===== src/rtl/adder_pkg.sv =====
// Shared definitions for the pipelined ripple-carry adder.
//   chunk_width() : bits handled by each pipeline stage (WIDTH / STAGES).
//   stage_ctl_t   : per-stage control bits. The top wraps these with the
//                   WIDTH-dependent operand and partial-sum fields.
//                   A package cannot hold a WIDTH-parametrised type.
package adder_pkg;

  function automatic int unsigned chunk_width(input int unsigned width,
                                              input int unsigned stages);
    return (stages == 0) ? width : width / stages;
  endfunction

  typedef struct packed {
    logic valid;  // stage holds a live operand set
    logic carry;  // carry out of the chunk this stage summed
    logic ovf;    // carry-into-MSB ^ carry-out; only meaningful in the last stage
    logic sub;    // operand set is a subtraction (b inverted)
  } stage_ctl_t;

endpackage


===== src/rtl/rca_chunk.sv =====
// Combinational ripple-carry slice used by every pipeline stage.
// Ports:
//   i_a, i_b  WIDTH-bit addends (b already inverted for subtraction)
//   i_cin     carry into bit 0
//   o_s       WIDTH-bit sum
//   o_cout    carry out of the slice MSB
//   o_cmsb    carry into the slice MSB (feeds signed-overflow detection)
module rca_chunk #(
  parameter int unsigned WIDTH = 16
) (
  input  logic [WIDTH-1:0] i_a,
  input  logic [WIDTH-1:0] i_b,
  input  logic             i_cin,
  output logic [WIDTH-1:0] o_s,
  output logic             o_cout,
  output logic             o_cmsb
);

  always_comb begin
    logic w_carry;
    w_carry = i_cin;
    o_cmsb  = i_cin;
    o_s     = '0;
    for (int unsigned i = 0; i < WIDTH; i++) begin
      o_cmsb  = w_carry;  // last iteration leaves the carry into the MSB
      o_s[i]  = i_a[i] ^ i_b[i] ^ w_carry;
      w_carry = (i_a[i] & i_b[i]) | (w_carry & (i_a[i] ^ i_b[i]));
    end
    o_cout = w_carry;
  end

endmodule


===== src/rtl/pipelined_rca_adder.sv =====
// Pipelined ripple-carry adder. WIDTH-bit operands are split into STAGES
// chunks; each stage ripples one chunk and registers its carry onward.
// Results appear STAGES-1 edges after the accepting edge; throughput is one
// operand set per cycle with valid/ready on both sides.
// Ports:
//   clk, rst        rising-edge clock, synchronous active-high reset
//   in_valid/ready  operand handshake (in_ready = !out_valid || out_ready)
//   a, b, c_in      operands and carry in
//   sub             (PIPELINED_RCA_SUB_EN only) compute a + ~b + c_in
//   out_valid/ready result handshake
//   sum, c_out      registered result and true carry out of the MSB
//   overflow        two's-complement overflow (carry into MSB ^ c_out)
// Optional feature macro: PIPELINED_RCA_SUB_EN
module pipelined_rca_adder
  import adder_pkg::*;
#(
  parameter int unsigned WIDTH  = 64,
  parameter int unsigned STAGES = 4
) (
  input  logic             clk,
  input  logic             rst,
  input  logic             in_valid,
  output logic             in_ready,
  input  logic [WIDTH-1:0] a,
  input  logic [WIDTH-1:0] b,
  input  logic             c_in,
`ifdef PIPELINED_RCA_SUB_EN
  input  logic             sub,
`endif
  output logic             out_valid,
  input  logic             out_ready,
  output logic [WIDTH-1:0] sum,
  output logic             c_out,
  output logic             overflow
);

  localparam int unsigned Chunk = chunk_width(WIDTH, STAGES);

  if (STAGES == 0 || STAGES > WIDTH || (WIDTH % STAGES) != 0) begin : g_bad_cfg
    $error("pipelined_rca_adder: STAGES must be 1..WIDTH and divide WIDTH");
  end

  typedef struct packed {
    stage_ctl_t       ctl;
    logic [WIDTH-1:0] a;  // operands travel forward for the chunks still to sum
    logic [WIDTH-1:0] b;
    logic [WIDTH-1:0] s;  // chunks summed so far; upper bits are filled later
  } stage_t;

  stage_t r_stage [STAGES];
  stage_t w_next  [STAGES];
  logic   w_adv;
  logic   w_sub_in;

`ifdef PIPELINED_RCA_SUB_EN
  assign w_sub_in = sub;
`else
  assign w_sub_in = 1'b0;
`endif

  // The whole pipeline moves as one; a stalled output freezes every stage.
  assign w_adv    = !r_stage[STAGES-1].ctl.valid || out_ready;
  assign in_ready = w_adv;

  for (genvar k = 0; k < STAGES; k++) begin : g_stage
    logic [WIDTH-1:0] w_a;
    logic [WIDTH-1:0] w_b;
    logic [WIDTH-1:0] w_s_prev;
    logic [WIDTH-1:0] w_s_new;
    logic [Chunk-1:0] w_chunk_s;
    logic             w_valid;
    logic             w_cin;
    logic             w_sub;
    logic             w_cout;
    logic             w_cmsb;

    if (k == 0) begin : g_head
      assign w_a      = a;
      assign w_b      = b;
      assign w_s_prev = '0;
      assign w_valid  = in_valid;
      assign w_cin    = c_in;
      assign w_sub    = w_sub_in;
    end else begin : g_body
      assign w_a      = r_stage[k-1].a;
      assign w_b      = r_stage[k-1].b;
      assign w_s_prev = r_stage[k-1].s;
      assign w_valid  = r_stage[k-1].ctl.valid;
      assign w_cin    = r_stage[k-1].ctl.carry;
      assign w_sub    = r_stage[k-1].ctl.sub;
    end

    rca_chunk #(
      .WIDTH (Chunk)
    ) u_chunk (
      .i_a    (w_a[k*Chunk +: Chunk]),
      .i_b    (w_b[k*Chunk +: Chunk] ^ {Chunk{w_sub}}),
      .i_cin  (w_cin),
      .o_s    (w_chunk_s),
      .o_cout (w_cout),
      .o_cmsb (w_cmsb)
    );

    always_comb begin
      w_s_new                    = w_s_prev;
      w_s_new[k*Chunk +: Chunk] = w_chunk_s;
    end

    assign w_next[k] = '{ctl: '{valid: w_valid, carry: w_cout, ovf: w_cmsb ^ w_cout,
                                sub: w_sub},
                         a: w_a, b: w_b, s: w_s_new};
  end

  always_ff @(posedge clk) begin
    if (rst) begin
      for (int unsigned k = 0; k < STAGES; k++) begin
        r_stage[k] <= '0;
      end
    end else if (w_adv) begin
      for (int unsigned k = 0; k < STAGES; k++) begin
        r_stage[k] <= w_next[k];
      end
    end
  end

  assign out_valid = r_stage[STAGES-1].ctl.valid;
  assign sum       = r_stage[STAGES-1].s;
  assign c_out     = r_stage[STAGES-1].ctl.carry;
  assign overflow  = r_stage[STAGES-1].ctl.ovf;

endmodule

===== config.mk =====
export PLATFORM = sky130hd
export DESIGN_NAME = pipelined_rca_adder
export DESIGN_NICKNAME = d
export VERILOG_FILES = /design/src/rtl/adder_pkg.sv /design/src/rtl/rca_chunk.sv /design/src/rtl/pipelined_rca_adder.sv
export SDC_FILE = /design/constraint.sdc
export NUM_CORES = 1
export LEC_CHECK = 0
export ABC_AREA = 1
export BUFFER_PORTS_ARGS = -buffer_cell sky130_fd_sc_hd__buf_4
export CAP_MARGIN = 20
export CORE_UTILIZATION = 40
export DETAILED_ROUTE_END_ITERATION = 8
export HOLD_SLACK_MARGIN = 0.02
export SLEW_MARGIN = 10
export SYNTH_ARGS = -nofsm -noshare
export SYNTH_HDL_FRONTEND = slang
export SYNTH_SLANG_ARGS = --single-unit

===== constraint.sdc =====
create_clock -name clk -period 34.2 [get_ports clk]
set_input_delay 0 -clock clk [delete_from_list [all_inputs] [get_ports clk]]
set_output_delay 0 -clock clk [all_outputs]
set_load 0.03 [all_outputs]

==> flow_metrics.tcl <==
set metrics [dict create \
    drive_gt1_share_pct 16.5 \
    multi_input_area_sq_um 2690 \
    cts_tree "built" \
    syn_area_per_cell_sq_um 12.6 \
    slew_violations 0 \
    yosys.area.top_type "edfxtp_1" \
    finalClockSkew_ns 0.0136 \
    cts_sinks 361 \
    dp.cells 1887 \
    fp.dieArea_sq_um 38800 \
    rsz0062_at_grt "false" \
    ys.flop_type "edfxtp_1" \
    met2_usage_pct 21.9 \
    reg2reg_from "r_stage[1][194]" \
    areaGrowthSynthToFinish_pct 29.5 \
    grt.busiest_layer "met2" \
    regArea_sq_um 10800 \
    vias_per_cell 4.03 \
    ant_nets 0 \
    dpl.hpwl_um 13600 \
    wl_um 24700 \
    reg2reg_to "r_stage[2][47]" \
    totalPowerFinal_uw 1030 \
    cp-end-kind "flip-flop" \
    holdPathEnd "r_stage[0][86]" \
    drt-initial-drc-count 339 \
    top_regs "r_stage: 361 flops" \
    powerDensity_nw_per_um2 52.4 \
    synth_nets 1407 \
    num_vias 8425 \
    dieWidth_um 197 \
    grt_max_degree 219 \
    syn_area_sq_um 15200 \
    yosys-top-cells-count "inv_1, edfxtp_1, nor2_1" \
    hold_path_class "in2reg" \
    htreeDepth 2 \
    path_clk_slew_ns 0.06 \
    nNetsFinal 1745 \
    crit_arrival_ns 8.31 \
    start_kind "flip-flop" \
    final_cells 2089 \
    finalCriticalPeriod_ns 7.94 \
    setup_viol 0 \
    insertion_delay_ns 0.53 \
    max_freq_mhz 126 \
    grt_pass1_wl_um 40200 \
    nFillCells 3240 \
    synth.top_cell.area_share_pct 71.3 \
    die_h_um 197 \
    largest_reg_flops 361 \
    min_from "b[22]" \
    max_flop_register "r_stage" \
    path_max_fanout 1 \
    ff2ff_path_depth 20 \
    synthArstFlopShare_pct 0 \
    worst_ep_required_time_ns 34.57 \
    max_slew.worst_pin.slew_ns 1.01 \
    whs_ns 0.313 \
    ys_ff_latch 361 \
    port_buffers 200 \
    rows 71 \
    whs_path_depth 4 \
    post_cts_buffers 0 \
    numCtsBuffers 40 \
    antenna_found_initial 0 \
    yosys_warnings 0 \
    outcome "completed" \
    synth_area_leaders "edfxtp_1, inv_1, nor2_1" \
    synthCells 1210 \
    hold_viol_final 0 \
    cts_buffer_depth 3 \
    drcViolationCount 0 \
    finish.utilization_pct 52.5 \
    finalSetupTns_ns 0 \
    grt_usage_pct 13.1 \
    rrSetupSlack_ns 26.26 \
    seq_area_frac_synth_pct 71.3 \
    coreArea_sq_um 37500 \
    drv_cap 0 \
    gp_congestion 0.734 \
    initial_core_util_pct 40.5 \
    leakage_uw 0.00891 \
    irDropWorstVdd_mv 0.0265 \
    overflow 0 \
    yosysMostFrequentCell "inv_1" \
    clockRootBuffer "clkbuf_16" \
    first_pass_iters 4 \
    criticalPathCategory "reg2reg" \
    use_met3_pct 2.75 \
    n_antenna_cell 0 \
    pin_count 201 \
    grt_pass1_vias 8383 \
    synth_edf_count 361 \
    ys_types 12 \
    wl_per_cell_um 11.8 \
    met1_usage_pct 16.4 \
    period_share_pct 23.2 \
    max-slew-margin-rel_pct 32.3 \
]
-- final cells by class --
class / count / area share [%]
well taps: 511 / 3.25
flip-flops and latches: 361 / 55.1
clock inverters: 23 / 0.934
inverters: 379 / 7.23
clock buffers: 49 / 5.36
multi-input cells: 431 / 13.7
repair buffers: 335 / 14.5
-- worst max path at each step --
| stage | from | to | slack [ns] |
|---|---|---|---|
| floorplan | r_stage[3][195] | r_stage[0][0] | 22.10 |
| global placement | r_stage[1][194] | r_stage[2][47] | 26.23 |
| detailed placement | r_stage[1][194] | r_stage[2][47] | 26.20 |
| CTS | r_stage[1][194] | r_stage[2][47] | 26.16 |
| global route | r_stage[1][194] | r_stage[2][47] | 25.90 |
| finish | r_stage[1][194] | r_stage[2][47] | 26.26 |
-- metal layers --
layer	vias up	wire length [um]
met4	0	794
met2	156	12400
met3	47	1060
met5	-	0
met1	3921	10400
li1	4301	-
-- report_power, final --
group / total [uW] / internal [uW] / leakage [uW] / switching [uW]
clock network: 406 / 242 / 0.000592 / 165
logic: 95.3 / 46.1 / 0.00403 / 49.2
registers: 530 / 521 / 0.00429 / 9.82
total: 1030 / 808 / 0.00891 / 224
-- timing repair --
| action | CTS | global route |
|---|---|---|
| resized for setup | 0 | 0 |
| hold endpoints to repair | 114 | 0 |
| hold buffers | 130 | 0 |
| setup endpoints to repair | 0 | 0 |
-- logic make-up (layout without fill, tap and decap cells) --
family / count (synthesis) / after routing / synth area share (%)
DFF: 361 / 361 / 71.3
adders and majority gates: 64 / 64 / 8.43
and+or+nand+nor: 367 / 367 / 9.14
buffers and inverters: 418 / 786 / 11.1
-- critical path, stage by stage, from the launching register on --
cell and delay, ns:
edfxtp_1 0.39, fa_1 0.42, inv_1 0.10, fa_1 0.18, inv_1 0.06, fa_1 0.45, fa_1 0.47, fa_1 0.47
fa_1 0.46, fa_1 0.46, fa_1 0.47, fa_1 0.46, fa_1 0.46, fa_1 0.46, fa_1 0.50, fa_1 0.46
fa_1 0.49, fa_1 0.44, inv_1 0.09, fa_1 0.40, nor2_1 0.11
-- stage by stage --
step | cell area, sq um | setup slack [ns]
after floorplan | 15200 | 22.10
after global routing | 19700 | 25.90
final | 19700 | 26.26
after global placement | 17100 | 26.23
after CTS | 19700 | 26.16
after detailed placement | 17100 | 26.20
-- cells in the final DEF, fill, tap and decap left out --
| cell | instances |
|---|---|
| nand3_4 | 1 |
| clkinvlp_4 | 3 |
| edfxtp_1 | 361 |
| clkbuf_16 | 41 |
| clkinv_2 | 2 |
| nor2_1 | 361 |
| clkbuf_1 | 8 |
| buf_12 | 1 |
| dlygate4sd3_1 | 130 |
| inv_6 | 1 |
| nand2_2 | 1 |
| bufinv_16 | 3 |
| fa_1 | 64 |
| buf_4 | 204 |
| inv_1 | 377 |
| clkinv_1 | 14 |
| nand2_1 | 3 |
| nand2_8 | 1 |
| inv_2 | 2 |
Power figures use the tool's default switching activity.
